[src/rtl/vx_exec_dispatch_arb.sv]
// Round-robin arbiter sharing one execute dispatch port among NUM_REQS issue slots,
// with grant locking for multi-beat ops, a 2-entry output buffer and a saturating stall counter.
module vx_exec_dispatch_arb #(
    parameter int NUM_REQS   = 4,
    parameter int DATA_WIDTH = 64,
    parameter int PERF_CTR_W = 32,
    parameter int SEL_W      = $clog2(NUM_REQS)
) (
    input  logic                           clk,
    input  logic                           reset,
    input  logic [NUM_REQS-1:0]            req_valid,
    input  logic [NUM_REQS*DATA_WIDTH-1:0] req_data,
    input  logic [NUM_REQS-1:0]            req_last,
    output logic [NUM_REQS-1:0]            req_ready,
    output logic                           out_valid,
    output logic [DATA_WIDTH-1:0]          out_data,
    output logic                           out_last,
    output logic [SEL_W-1:0]               out_sel,
    input  logic                           out_ready,
    output logic [PERF_CTR_W-1:0]          stall_count
);

    // Handshake: a beat moves when valid & ready in the same cycle; valid never waits on ready,
    // and ready here is derived only from registered state, never from out_ready.

    localparam logic [SEL_W:0]   NREQ     = (SEL_W+1)'(NUM_REQS);
    localparam logic [SEL_W-1:0] LAST_IDX = SEL_W'(NUM_REQS - 1);

    logic [SEL_W-1:0]      rr_ptr;
    logic                  locked;
    logic [SEL_W-1:0]      lock_idx;

    logic [DATA_WIDTH-1:0] buf_data [2];
    logic                  buf_last [2];
    logic [SEL_W-1:0]      buf_sel  [2];
    logic                  rd_ptr;
    logic                  wr_ptr;
    logic [1:0]            count;
    logic [1:0]            count_nxt;
    logic                  full;

    logic [NUM_REQS-1:0]   grant;
    logic [SEL_W-1:0]      grant_idx;
    logic                  found;
    logic [SEL_W:0]        scan_sum;
    logic [SEL_W-1:0]      scan_idx;
    logic                  accept;
    logic                  pop;
    logic [DATA_WIDTH-1:0] push_data;
    logic                  push_last;

    always_comb begin
        grant     = '0;
        grant_idx = '0;
        found     = 1'b0;
        scan_sum  = '0;
        scan_idx  = '0;
        if (!reset && !full) begin
            if (locked) begin
                grant[lock_idx] = 1'b1;
                grant_idx       = lock_idx;
            end else begin
                for (int k = 0; k < NUM_REQS; k++) begin
                    scan_sum = {1'b0, rr_ptr} + (SEL_W+1)'(k);
                    if (scan_sum >= NREQ) scan_sum = scan_sum - NREQ;
                    scan_idx = scan_sum[SEL_W-1:0];
                    if (!found && req_valid[scan_idx]) begin
                        found           = 1'b1;
                        grant[scan_idx] = 1'b1;
                        grant_idx       = scan_idx;
                    end
                end
            end
        end
    end

    always_comb begin
        push_data = '0;
        push_last = 1'b0;
        for (int i = 0; i < NUM_REQS; i++) begin
            if (grant[i]) begin
                push_data = req_data[i*DATA_WIDTH +: DATA_WIDTH];
                push_last = req_last[i];
            end
        end
    end

    assign req_ready = grant;
    assign accept    = |(req_valid & grant);
    assign pop       = out_valid & out_ready;

    always_comb begin
        count_nxt = count;
        case ({accept, pop})
            2'b10:   count_nxt = count + 2'd1;
            2'b01:   count_nxt = count - 2'd1;
            default: count_nxt = count;
        endcase
    end

    always_ff @(posedge clk) begin
        if (reset) begin
            rr_ptr      <= '0;
            locked      <= 1'b0;
            lock_idx    <= '0;
            rd_ptr      <= 1'b0;
            wr_ptr      <= 1'b0;
            count       <= '0;
            full        <= 1'b0;
            stall_count <= '0;
            for (int e = 0; e < 2; e++) begin
                buf_data[e] <= '0;
                buf_last[e] <= 1'b0;
                buf_sel[e]  <= '0;
            end
        end else begin
            if (accept) begin
                buf_data[wr_ptr] <= push_data;
                buf_last[wr_ptr] <= push_last;
                buf_sel[wr_ptr]  <= grant_idx;
                wr_ptr           <= ~wr_ptr;
                if (push_last) begin
                    locked <= 1'b0;
                    rr_ptr <= (grant_idx == LAST_IDX) ? '0 : grant_idx + 1'b1;
                end else begin
                    locked   <= 1'b1;
                    lock_idx <= grant_idx;
                end
            end
            if (pop) rd_ptr <= ~rd_ptr;
            count <= count_nxt;
            full  <= (count_nxt == 2'd2);
            // Stall: someone wants the port but nothing moved (full buffer or idle lock holder).
            if (|req_valid && !accept && stall_count != '1)
                stall_count <= stall_count + 1'b1;
        end
    end

    assign out_valid = (count != 2'd0);
    assign out_data  = out_valid ? buf_data[rd_ptr] : '0;
    assign out_last  = out_valid ? buf_last[rd_ptr] : 1'b0;
    assign out_sel   = out_valid ? buf_sel[rd_ptr]  : '0;

endmodule

[config.mk]
export PLATFORM = sky130hd
export DESIGN_NAME = vx_exec_dispatch_arb
export DESIGN_NICKNAME = d
export VERILOG_FILES = /design/src/rtl/vx_exec_dispatch_arb.sv
export SDC_FILE = /design/constraint.sdc
export NUM_CORES = 1
export LEC_CHECK = 0
export BUFFER_PORTS_ARGS = -buffer_cell sky130_fd_sc_hd__buf_2
export CAP_MARGIN = 10
export CORE_AREA = 2 2 144 146
export DETAILED_ROUTE_END_ITERATION = 8
export DIE_AREA = 0 0 146 148
export PLACE_DENSITY_LB_ADDON = 0.12
export REMOVE_ABC_BUFFERS = 1
export SYNTH_ARGS = -nofsm -noshare
export SYNTH_HDL_FRONTEND = slang
export SYNTH_SLANG_ARGS = --single-unit
[constraint.sdc]
create_clock -name clk -period 8.1 [get_ports clk]
set_input_delay 1.215 -clock clk [delete_from_list [all_inputs] [get_ports clk]]
set_output_delay 1.215 -clock clk [all_outputs]
set_load 0.05 [all_outputs]
======== Word level (Yosys, flattened, before mapping) ========
Memories as Yosys holds them, arrays and structs flattened. A register that Yosys moved wholly into a read port is not among the register bits.
Cells that the tools add are included.
storage, ports and cells
  logic and storage cells ................. 165
  bits in registers ....................... 42
  memories kept ........................... 3
  input bits .............................. 267
  memory bits (writable) .................. 134
  output and inout port bits .............. 104
cells by class
  multiplexer cells ....................... 91
  reduce and logical (&&, ||, !) cells .... 25
  equal/unequal tests ..................... 5
  $add $sub $neg .......................... 11
  magnitude comparators ................... 14
  bitwise operators ....................... 8
memories
  memory    words  width  rd ports  clocked after memory_dff  write ports  RTL line  source
  buf_data  2      64     1         1                         2            33        logic [DATA_WIDTH-1:0] buf_data [2];
  buf_sel   2      2      1         1                         2            35        logic [SEL_W-1:0] buf_sel [2];
  buf_last  2      1      1         1                         2            34        logic buf_last [2];
operator list
  operator                                                            count
  2-to-1 mux 64 bit                                                   6
  OR reduction 64 bit                                                 1
  2-to-1 mux 4 bit                                                    12
  2-to-1 mux 1 bit                                                    42
  2-to-1 mux 2 bit                                                    21
  adder 32 x 1 -> 32 bit (second input constant)                      1
  inequality test 32 bit (second input constant)                      1
  < comparator 2 x 3 -> 1 bit (second input constant)                 5
  OR 4 bit                                                            3
  logical AND 1 bit                                                   11
  demux 1 bit (select 2 bit)                                          5
  greater-or-equal comparator 2 x 1 -> 1 bit (second input constant)  5
  subtractor 2 x 1 -> 2 bit (second input constant)                   5
  greater-or-equal comparator 3 bit (second input constant)           3
  binary-select mux 1 bit (select 2 bit)                              4
  OR reduction 4 bit                                                  2
  adder 2 x 2 -> 3 bit (second input constant)                        2
  equality test 2 bit (second input constant)                         3
  zero test 1 bit                                                     6
  adder 2 x 1 -> 2 bit (second input constant)                        2
  AND 4 bit                                                           1
  case mux 2 bit (2 select lines)                                     1
  AND reduction 2 bit                                                 2
  adder 2 x 1 -> 3 bit (second input constant)                        1
  other kinds (7)                                                     9

======== Longest topological paths before layout ========
Gate-level depths: netlist of the first run.
  depth in word-level cells ............... 31
  gate-level depth with buffers ........... 17
  mapped depth without buffers ............ 14

======== Least setup slack after synthesis of the first run ========
OpenSTA, ideal clock, no wires.
  kind .................................... input -> register
  start point ............................. input req_valid[2]
  end point ............................... memory buf_data[0][0] (enable)
  stages .................................. 11
  data required time ...................... 7664 ps
  arrival time ............................ 4976 ps
  path buffers ............................ 3
  setup time .............................. 436 ps
  path slack .............................. 2688 ps
  path through ............................ clkbuf_1 -> or3b_2 -> a2111o_1 -> a21bo_2 -> a41o_1 -> nor2_1 -> a2111o_1 -> nand2b_1 -> clkbuf_1 -> clkbuf_1 -> nand2b_1
RTL lines
  element          RTL line  source
  start, declared  11        input logic [NUM_REQS-1:0] req_valid,
  end, declared    33

==> qor.yml, run 1 <==
route:
  vias: 9228
  drt_iter0_drc: 576
  vias_per_cell: 5.71
  drc: 0
  postRouteAntennaNets: 0
  routedWlPerCell_um: 18.3
  wirelength_um: 29600
  dr.pass1.iters: 5
setup_path:
  critPathLaunch: "rr_ptr[0]"
  start_kind: "register"
  worstPathCellList: "inv_1 -> ha_1 -> mux2_2 -> mux2i_1 -> nand3b_1 -> a41o_2 -> buf_4 -> nor2_1 -> a2111o_1 -> nand2b_2 -> buf_4 -> nand2b_4"
  r2r_start: "rr_ptr[0]"
  path_max_fanout: 68
  end_kind: "register"
  required_ns: 8.05
  reg2reg_depth: 12
  critPathArrivalTime_ns: 6.14
  critPathKind: "reg2reg"
  endpoint: "buf_data[1][55]"
  r2r-end: "buf_data[1][55]"
  crit_cells: 12
  cpLargestDelayFamily: "buffers and inverters"
  reg2reg_slack_ns: 1.91
  slowest_delay_ns: 0.75
  cp_num_buf_inv: 3
  critPathSlowestCell: "dfxtp_1"
  cp_common_cell: "buf_4"
floorplan:
  fp-row-count: 52
  die_w_um: 146
  die_h_um: 148
  boundaryPins: 371
  dieArea_sq_um: 21600
  initial_core_util: 0.500
  coreArea_sq_um: 20000
clock_network:
  cts_hold_buf: 0
  numCtsBuffers: 17
  cts_tree: "yes"
  clkSinkCount: 177
  clockRootBuffer: "clkbuf_16"
  clk_latency_ns: 0.43
  clkTransAtPathRegs_ns: 0.07
  htreeDepth: 4
  ctsResizeCount: 0
  cts.path.max_buffers: 2
  postCtsSetupRepairBufs: 0
synth:
  synth.top_cell.area_share: 0.402
  ys_ff_latch: 177
  synth_area_leaders: "edfxtp_1 40%, nor2_1 9.0%, dfxtp_1 8.6%"
  yosysWarnings: 0
  synth_edf_count: 134
  synth_ff_type: "edfxtp_1"
  async_flop_share: 0
  synth_cell_types: 58
  postSynthCellCount: 1025
  synth.cell_area_sq_um: 10000
  avgSynthCellArea_sq_um: 9.77
  synth_top_area_cell: "edfxtp_1"
  seq_area_frac_synth: 0.488
place:
  gp_congestion: 0.846
  dp_hpwl_um: 20000
  io_buffers: 370
final_layout:
  fill_cells: 1757
  post_route_cells_drive_above_1_share: 0.326
  layout.nets: 1609
  area_growth_pct: 25.3
  antennaDiodeCount: 0
global_route:
  antenna_found_initial: 0
  top_usage_layer: "met2"
  grtUsageTotal: 0.266
  grt.met1_usage: 0.347
  grt_overflow: 0
  grt_max_degree: 69
  use_met3: 0.0497
  grt_pass1_wl_um: 45900
  first_global_vias: 8669
  grt_util_met2: 0.459
timing:
  max_freq_ghz: 0.162
  final_hold_viol_count: 0
  report.final.slew_viol_count: 0
  slew_headroom: 0.336
  hold_slack_ns: 0.498
  rsz0062_at_grt: "no"
  fin_crit_sh: 0.764
  period_needed_ns: 6.19
  tightest_slew_ns: 0.995
  skew_ns: 0.0108
  setup_viol_count_final: 0
  setup-tns-final_ns: 0
status:
  status: "complete, no violations"
run:
  cap_viol_max_count: 0
pwr:
  p_total_mw: 4.80
  power.density_nw_per_um2: 382
  peakVddDrop_mv: 0.269
  p_leak_nw: 5.17
worst_hold_path:
  worst_hold_path_type: "reg2reg"
==> sequential cells by signal, summed over array words and instances (netlist names), named ones only <==
register     cells
full             1
wr_ptr           1
stall_count     32
buf_last         2
rd_ptr           1
buf_data       128
count            2
buf_sel          4
lock_idx         2
rr_ptr           2
locked           1
==> power breakdown <==
part	total [mW]	switching, mW	internal (mW)	leakage, nW
logic	2.63	1.75	0.880	3.15
clock network	0.781	0.374	0.407	0.270
registers	1.38	0.0982	1.29	1.75
==> cell families after synthesis <==
| family | count (synthesis) | share of synthesized area |
|---|---|---|
| mux | 78 | 0.0794 |
| buf+inv | 103 | 0.0397 |
| xor+xnor | 31 | 0.0271 |
| fa+ha+maj | 9 | 0.0113 |
| compound gates | 254 | 0.188 |
| simple gates | 373 | 0.167 |
| flops | 177 | 0.488 |
==> layout by cell type (no fill, tap or decap), types with 18 or more instances in the layout <==
cell,n
buf_2,370
o21ai_0,77
dfxtp_1,42
nor2_1,239
nand2_1,24
nand3_1,18
edfxtp_1,134
a221oi_1,66
a2bb2oi_1,65
mux2i_1,73
xor2_1,21
==> per-stage QoR <==
stage                     instances  area, sq um  setup WS (ns)   util
after floorplan                 932         9650          -1.89      -
after global placement         1584        12000           2.10  0.598
after detailed placement       1584        12000           1.97  0.598
after CTS                      1616        12500           1.92  0.626
after global routing           1616        12500           1.49  0.626
final                          1616        12500           1.91  0.626
==> Yosys cell counts, types with 8 or more instances <==
cell,n
a21oi_1,13
a221oi_1,66
a2bb2oi_1,65
and2_1,8
and3_1,11
buf_1,11
clkbuf_1,78
dfxtp_1,43
edfxtp_1,134
ha_1,9
inv_1,9
mux2i_1,73
nand2_1,24
nand2b_1,10
nand3_1,18
nand4_1,15
nor2_1,240
nor3_1,12
o21ai_0,77
xnor2_1,10
xor2_1,21
==> worst min-delay path by stage <==
stage / startpoint / to / slack, ns / cells after the start
after floorplan: wr_ptr / wr_ptr / 0.46 / 2
after global placement: wr_ptr / wr_ptr / 0.48 / 2
after detailed placement: wr_ptr / wr_ptr / 0.49 / 2
after CTS: wr_ptr / wr_ptr / 0.50 / 2
after global routing: stall_count[22] / stall_count[22] / 0.54 / 2
final: wr_ptr / wr_ptr / 0.50 / 2
==> worst min-delay path, delay by kind of cell, from the launching register on <==
kind / cells / cell delay (ns)
AO/OA/AOI/OAI: 1 / 0.07
flip-flops: 1 / 0.31
AND/OR/NAND/NOR: 1 / 0.07
==> per-layer routing <==
metal,wire length (um),vias to the layer above
met5,0,-
met4,548,0
met3,1970,44
met2,14700,348
met1,12300,4402
li1,-,4434
==> final cells by class <==
type                    instances  area [sq um]  share of cell area
repair buffers                382          1940               0.155
clock inverters                15           143              0.0114
inverters                      10          37.5             0.00299
multi-input cells             745          4770               0.380
well taps                     270           338              0.0269
clock buffers                  17           425              0.0339
flip-flops and latches        177          4890               0.390
No activity file was read; power rests on OpenSTA's default activity.
==> inputs of run 2 (changes only) <==
- CORE_AREA: 2 2 144 146 -> default
- CORE_MARGIN: default -> 2
- CORE_UTILIZATION: default -> 50
- DIE_AREA: 0 0 146 148 -> default
- clock period: 8.1 -> 6.4 ns (I/O delays scaled with it)
==> qor.yml, run 2 (same netlist as run 1, synthesis figures left out) <==
pwr:
  p_leak_nw: 5.17  # about the same
  power.density_nw_per_um2: 485  # +27%
  switchingPower_mw: 2.80  # +26%
  peakVddDrop_mv: 0.325  # +21%
  p_sw_frac: 0.461  # -0.00287
  intPower_mw: 3.28  # +28%
  pwr-share-seq: 0.294  # +0.005
  comb_power_share: 0.543  # -0.006
  p_total_mw: 6.09  # +27%
  p_clk_frac: 0.163  # about the same
place:
  place_inst: 1580  # -0.25%
  io_buffers: 370  # unchanged
  gp_congestion: 0.873  # +3.2%
  dp_hpwl_um: 21100  # +5.9%
floorplan:
  initial_core_util: 0.513  # +0.0131
  dieArea_sq_um: 21200  # -2.0%
  die_w_um: 145  # -0.35%
  fp-row-count: 51  # -1.9%
  die_h_um: 145  # -1.7%
  boundaryPins: 371  # unchanged
  coreArea_sq_um: 19500  # -2.6%
route:
  drt_iter0_drc: 643  # +12%
  wirelength_um: 30800  # +4.1%
  postRouteAntennaNets: 0  # unchanged
  drc: 0  # unchanged
  vias: 9336  # +1.2%
  routedWlPerCell_um: 19.0  # +3.9%
  vias_per_cell: 5.77  # +0.98%
  dr.pass1.iters: 5  # unchanged
global_route:
  grt_overflow: 0  # unchanged
  first_global_vias: 8823  # +1.8%
  grt_max_degree: 69  # unchanged
  grt_pass1_wl_um: 47700  # +4.0%
  antenna_found_initial: 7  # +7
  grtUsageTotal: 0.282  # +0.0160
final_layout:
  post_route_cells_drive_above_1_share: 0.324  # -0.00247
  largest_reg_flops: 128  # unchanged
  stdcell_count: 1619  # +0.19%
  layout.nets: 1610  # +0.062%
  final_cell_mix: "370 x buf_2, 239 x nor2_1, 134 x edfxtp_1"
  area_growth_pct: 25.4  # about the same
  regMostFlops: "buf_data"
  reg_top3: "buf_data x128, stall_count x32, buf_sel x4"
  seqCellArea_sq_um: 4890  # unchanged
  final_common_cell: "buf_2"
  fin_util: 0.643  # +0.0170
  multi_input_area_sq_um: 4770  # unchanged
  fill_cells: 1725  # -1.8%
timing:
  rsz0062_at_grt: "no"
  fin_crit_sh: 0.878
  slew_headroom: 0.317  # -0.0191
  hold_slack_ns: 0.499  # +0.000277 ns
  max_freq_ghz: 0.178
  tightest_slew_ns: 1.02  # +0.0263 ns
  final_hold_viol_count: 0  # unchanged
  report.final.slew_viol_count: 0  # unchanged
  skew_ns: 0.00993  # -0.000879 ns
  setup-tns-final_ns: 0  # unchanged
  period_needed_ns: 5.62
  setup_viol_count_final: 0  # unchanged
setup_path:
  start_kind: "register"
  critPathKind: "reg2out"
  path_max_fanout: 34  # -50%
  required_ns: 5.44  # -2.61 ns
  reg2reg_depth: 13  # +1
  critPathArrivalTime_ns: 4.66  # -1.48 ns
  end_kind: "output pin"
status:
  status: "complete, no violations"
clock_network:
  ctsResizeCount: 0  # unchanged
  htreeDepth: 4  # unchanged
  clockRootBuffer: "clkbuf_16"
  clk_latency_ns: 0.43  # about the same
  clkTransAtPathRegs_ns: 0.07  # about the same
  postCtsSetupRepairBufs: 0  # unchanged
  numCtsBuffers: 17  # unchanged
  clkSinkCount: 177  # unchanged
  cts_hold_buf: 0  # unchanged
  cts_tree: "yes"
  cts.path.max_buffers: 2  # unchanged
worst_hold_path:
  hold_depth: 2  # unchanged
  worst_hold_path_type: "reg2reg"
run:
  cap_viol_max_count: 0  # unchanged
[run 2: routing by layer]
metal,track usage,up-vias,wire length [um]
met1,0.366,4478,12800
met4,0.0760,4,549
met5,0,-,27
met2,0.479,354,15000
met3,0.0627,40,2340
li1,-,4460,-
[run 2: through the flow]
| step | area [sq um] | worst slack [ns] |
|---|---|---|
| after floorplan | 9650 | -3.59 |
| after global placement | 12000 | 1.10 |
| after detailed placement | 12000 | 0.965 |
| after CTS | 12500 | 0.823 |
| after global routing | 12500 | 0.328 |
| final | 12600 | 0.782 |
[run 2: power by group through the flow]
stage,registers (mW),logic (mW),clock network [mW]
after floorplan,1.81,2.38,0
after global placement,1.79,3.27,0
after detailed placement,1.82,3.30,0
after CTS,1.79,3.31,1.01
after global routing,1.82,3.55,1.06
final,1.79,3.30,0.992
[run 2: worst max-delay path, cell delays in order (launching register included)]
cell      delay, ns
dfxtp_1        0.72
inv_1          0.36
ha_1           0.58
or3b_2         0.51
a2111o_1       0.45
a21bo_2        0.22
a41o_2         0.27
buf_4          0.25
inv_2          0.47
buf_2          0.37
[run 2: worst paths after layout]
check / start / endpoint / slack, ns
worst max register to register: rr_ptr[0] / stall_count[28] / 0.86
worst min register to register: wr_ptr / wr_ptr / 0.50
worst max-delay path: rr_ptr[0] / req_ready[3] / 0.78
worst min-delay path: wr_ptr / wr_ptr / 0.50
[run 2: layout make-up]
type,instances,share of cell area
clock buffer,17,0.0339
clock inverter,15,0.0108
tap,265,0.0264
timing repair buffer,383,0.155
sequential,177,0.389
multi-input combinational,745,0.380
inverter,10,0.00299
antenna,7,0.00139
==> inputs of run 3 (changes only) <==
- RECOVER_POWER: default -> 25
==> qor.yml, run 3 (same netlist as run 1, synthesis figures left out) <==
clock_network:
  clockRootBuffer: "clkbuf_16"
  clkTransAtPathRegs_ns: 0.07  # about the same
  clk_latency_ns: 0.43  # about the same
  cts.path.max_buffers: 2  # unchanged
  postCtsSetupRepairBufs: 0  # unchanged
  ctsResizeCount: 0  # unchanged
  clkSinkCount: 177  # unchanged
  htreeDepth: 4  # unchanged
  numCtsBuffers: 17  # unchanged
  cts_tree: "yes"
  cts_hold_buf: 0  # unchanged
global_route:
  top_usage_layer: "met2"
  grt_max_degree: 69  # unchanged
  antenna_found_initial: 7  # unchanged
  use_met3: 0.0627  # unchanged
  grt_pass1_wl_um: 47700  # unchanged
  grt_util_met2: 0.479  # unchanged
  grtUsageTotal: 0.282  # unchanged
  grt_overflow: 0  # unchanged
  first_global_vias: 8823  # unchanged
  grt.met1_usage: 0.366  # unchanged
setup_path:
  critPathSlowestCell: "nor2_1"
  end_kind: "output pin"
  critPathArrivalTime_ns: 4.79  # +0.13 ns
  critPathLaunch: "count[0]"
  cp_common_cell: "nor2_1"
  r2r_start: "rr_ptr[0]"
  endpoint: "out_data[27]"
  start_kind: "register"
  reg2reg_depth: 13  # unchanged
  path_max_fanout: 36  # +5.9%
  required_ns: 5.44  # about the same
  worstPathCellList: "nor2_1 -> clkbuf_1 -> nor2_1 -> clkbuf_2"
  slowest_delay_ns: 2.17  # +1.45 ns
  reg2reg_slack_ns: 0.88  # +0.02 ns
  r2r-end: "stall_count[28]"
  critPathKind: "reg2out"
final_layout:
  regMostFlops: "buf_data"
  post_route_cells_drive_above_1_share: 0.250  # -0.0735
  reg_top3: "buf_data x128, stall_count x32, buf_sel x4"
  final_common_cell: "buf_2"
  fill_cells: 1775  # +2.9%
  area_growth_pct: 24.1
  fin_util: 0.636  # -0.00679
  largest_reg_flops: 128  # unchanged
  final_cell_mix: "272 x buf_2, 240 x nor2_1, 134 x edfxtp_1"
  layout.nets: 1610  # unchanged
pwr:
  comb_power_share: 0.540  # -0.003
  intPower_mw: 3.24  # -1.3%
  p_clk_frac: 0.164  # about the same
  power.density_nw_per_um2: 487  # +0.38%
  p_sw_frac: 0.464  # +0.00340
  peakVddDrop_mv: 0.277  # -15%
  switchingPower_mw: 2.81  # about the same
  pwr-share-seq: 0.296  # +0.002
  p_leak_nw: 4.75  # -8.1%
floorplan:
  fp-row-count: 51  # unchanged
  dieArea_sq_um: 21200  # unchanged
  boundaryPins: 371  # unchanged
  die_w_um: 145  # unchanged
  initial_core_util: 0.513  # unchanged
  coreArea_sq_um: 19500  # unchanged
  die_h_um: 145  # unchanged
status:
  violations: "capacitance limit, slew limit"
  status: "complete, but fails checks"
timing:
  rsz0062_at_grt: "no"
  max_freq_ghz: 0.174  # -2.2%
  hold_slack_ns: 0.500  # +0.00112 ns
  fin_crit_sh: 0.898  # +0.0199
  final_hold_viol_count: 0  # unchanged
  report.final.slew_viol_count: 71  # +71
  period_needed_ns: 5.75  # +0.127 ns
  slew_headroom: -0.983  # -1.30
  setup-tns-final_ns: 0  # unchanged
  setup_viol_count_final: 0  # unchanged
  skew_ns: 0.0118  # +0.00182 ns
  tightest_slew_ns: 2.96  # +1.94 ns
route:
  drt_iter0_drc: 568  # -12%
  drc: 0  # unchanged
  vias_per_cell: 5.77  # +0.13%
  vias: 9348  # +0.13%
  dr.pass1.iters: 6  # +1
  routedWlPerCell_um: 19.0  # about the same
  postRouteAntennaNets: 0  # unchanged
  wirelength_um: 30800  # about the same
run:
  cap_viol_max_count: 2  # +2
worst_hold_path:
  worst_hold_path_type: "reg2reg"
place:
  dp_hpwl_um: 21100  # unchanged
  gp_congestion: 0.873  # unchanged
  io_buffers: 370  # unchanged
run 3: cell count changes in the layout (fill, tap and decap cells not counted), sizes merged:
cell | previous run | this run
buf | 383 | 284
clkbuf | 17 | 116
run 3: final cells by class:
cell class | count | area (sq um) | area share
timing repair buffer | 383 | 1820 | 0.147
clock buffer | 17 | 425 | 0.0342
tap | 265 | 332 | 0.0267
multi-input combinational | 745 | 4760 | 0.383
inverter | 10 | 37.5 | 0.00302
clock inverter | 15 | 135 | 0.0109
antenna | 7 | 17.5 | 0.00141
sequential | 177 | 4890 | 0.393
run 3: power groups by stage:
| stage | registers, mW | clock network (mW) | logic, mW |
|---|---|---|---|
| global placement | 1.79 | 0 | 3.27 |
| detailed placement | 1.82 | 0 | 3.30 |
| finish | 1.79 | 0.992 | 3.26 |
| floorplan | 1.81 | 0 | 2.38 |
| global route | 1.82 | 1.06 | 3.52 |
| CTS | 1.79 | 1.01 | 3.31 |
run 3: worst min path at each step:
stage	endpoint	slack (ns)	cells past startpoint	from
6_report	wr_ptr	0.50	2	wr_ptr
5_1_grt	wr_ptr	0.53	2	wr_ptr
4_1_cts	wr_ptr	0.50	2	wr_ptr
3_5_place_dp	wr_ptr	0.48	2	wr_ptr
3_3_place_gp	wr_ptr	0.48	2	wr_ptr
2_1_floorplan	wr_ptr	0.46	2	wr_ptr
run 3: critical path: cells and delay by family (launching register included):
family | cells | cell delay, ns
buffers and inverters | 2 | 1.56
DFF | 1 | 0.34
and+or+nand+nor | 2 | 2.44
run 3: through the flow:
step | cell area, sq um | worst slack [ns] | instances | power, mW
final | 12400 | 0.655 | 1619 | 6.04
after global routing | 12400 | 0.287 | 1616 | 6.39
after CTS | 12500 | 0.823 | 1612 | 6.11
after detailed placement | 12000 | 0.965 | 1580 | 5.11
after global placement | 12000 | 1.10 | 1580 | 5.07
after floorplan | 9650 | -3.59 | 932 | 4.19
run 3: per-layer routing:
metal,part of all wire,wire length (um),vias to the layer above
met4,0.016,506,4
li1,-,-,4462
met1,0.43,13100,4500
met5,0.00088,27,-
met3,0.070,2160,33
met2,0.49,15000,349
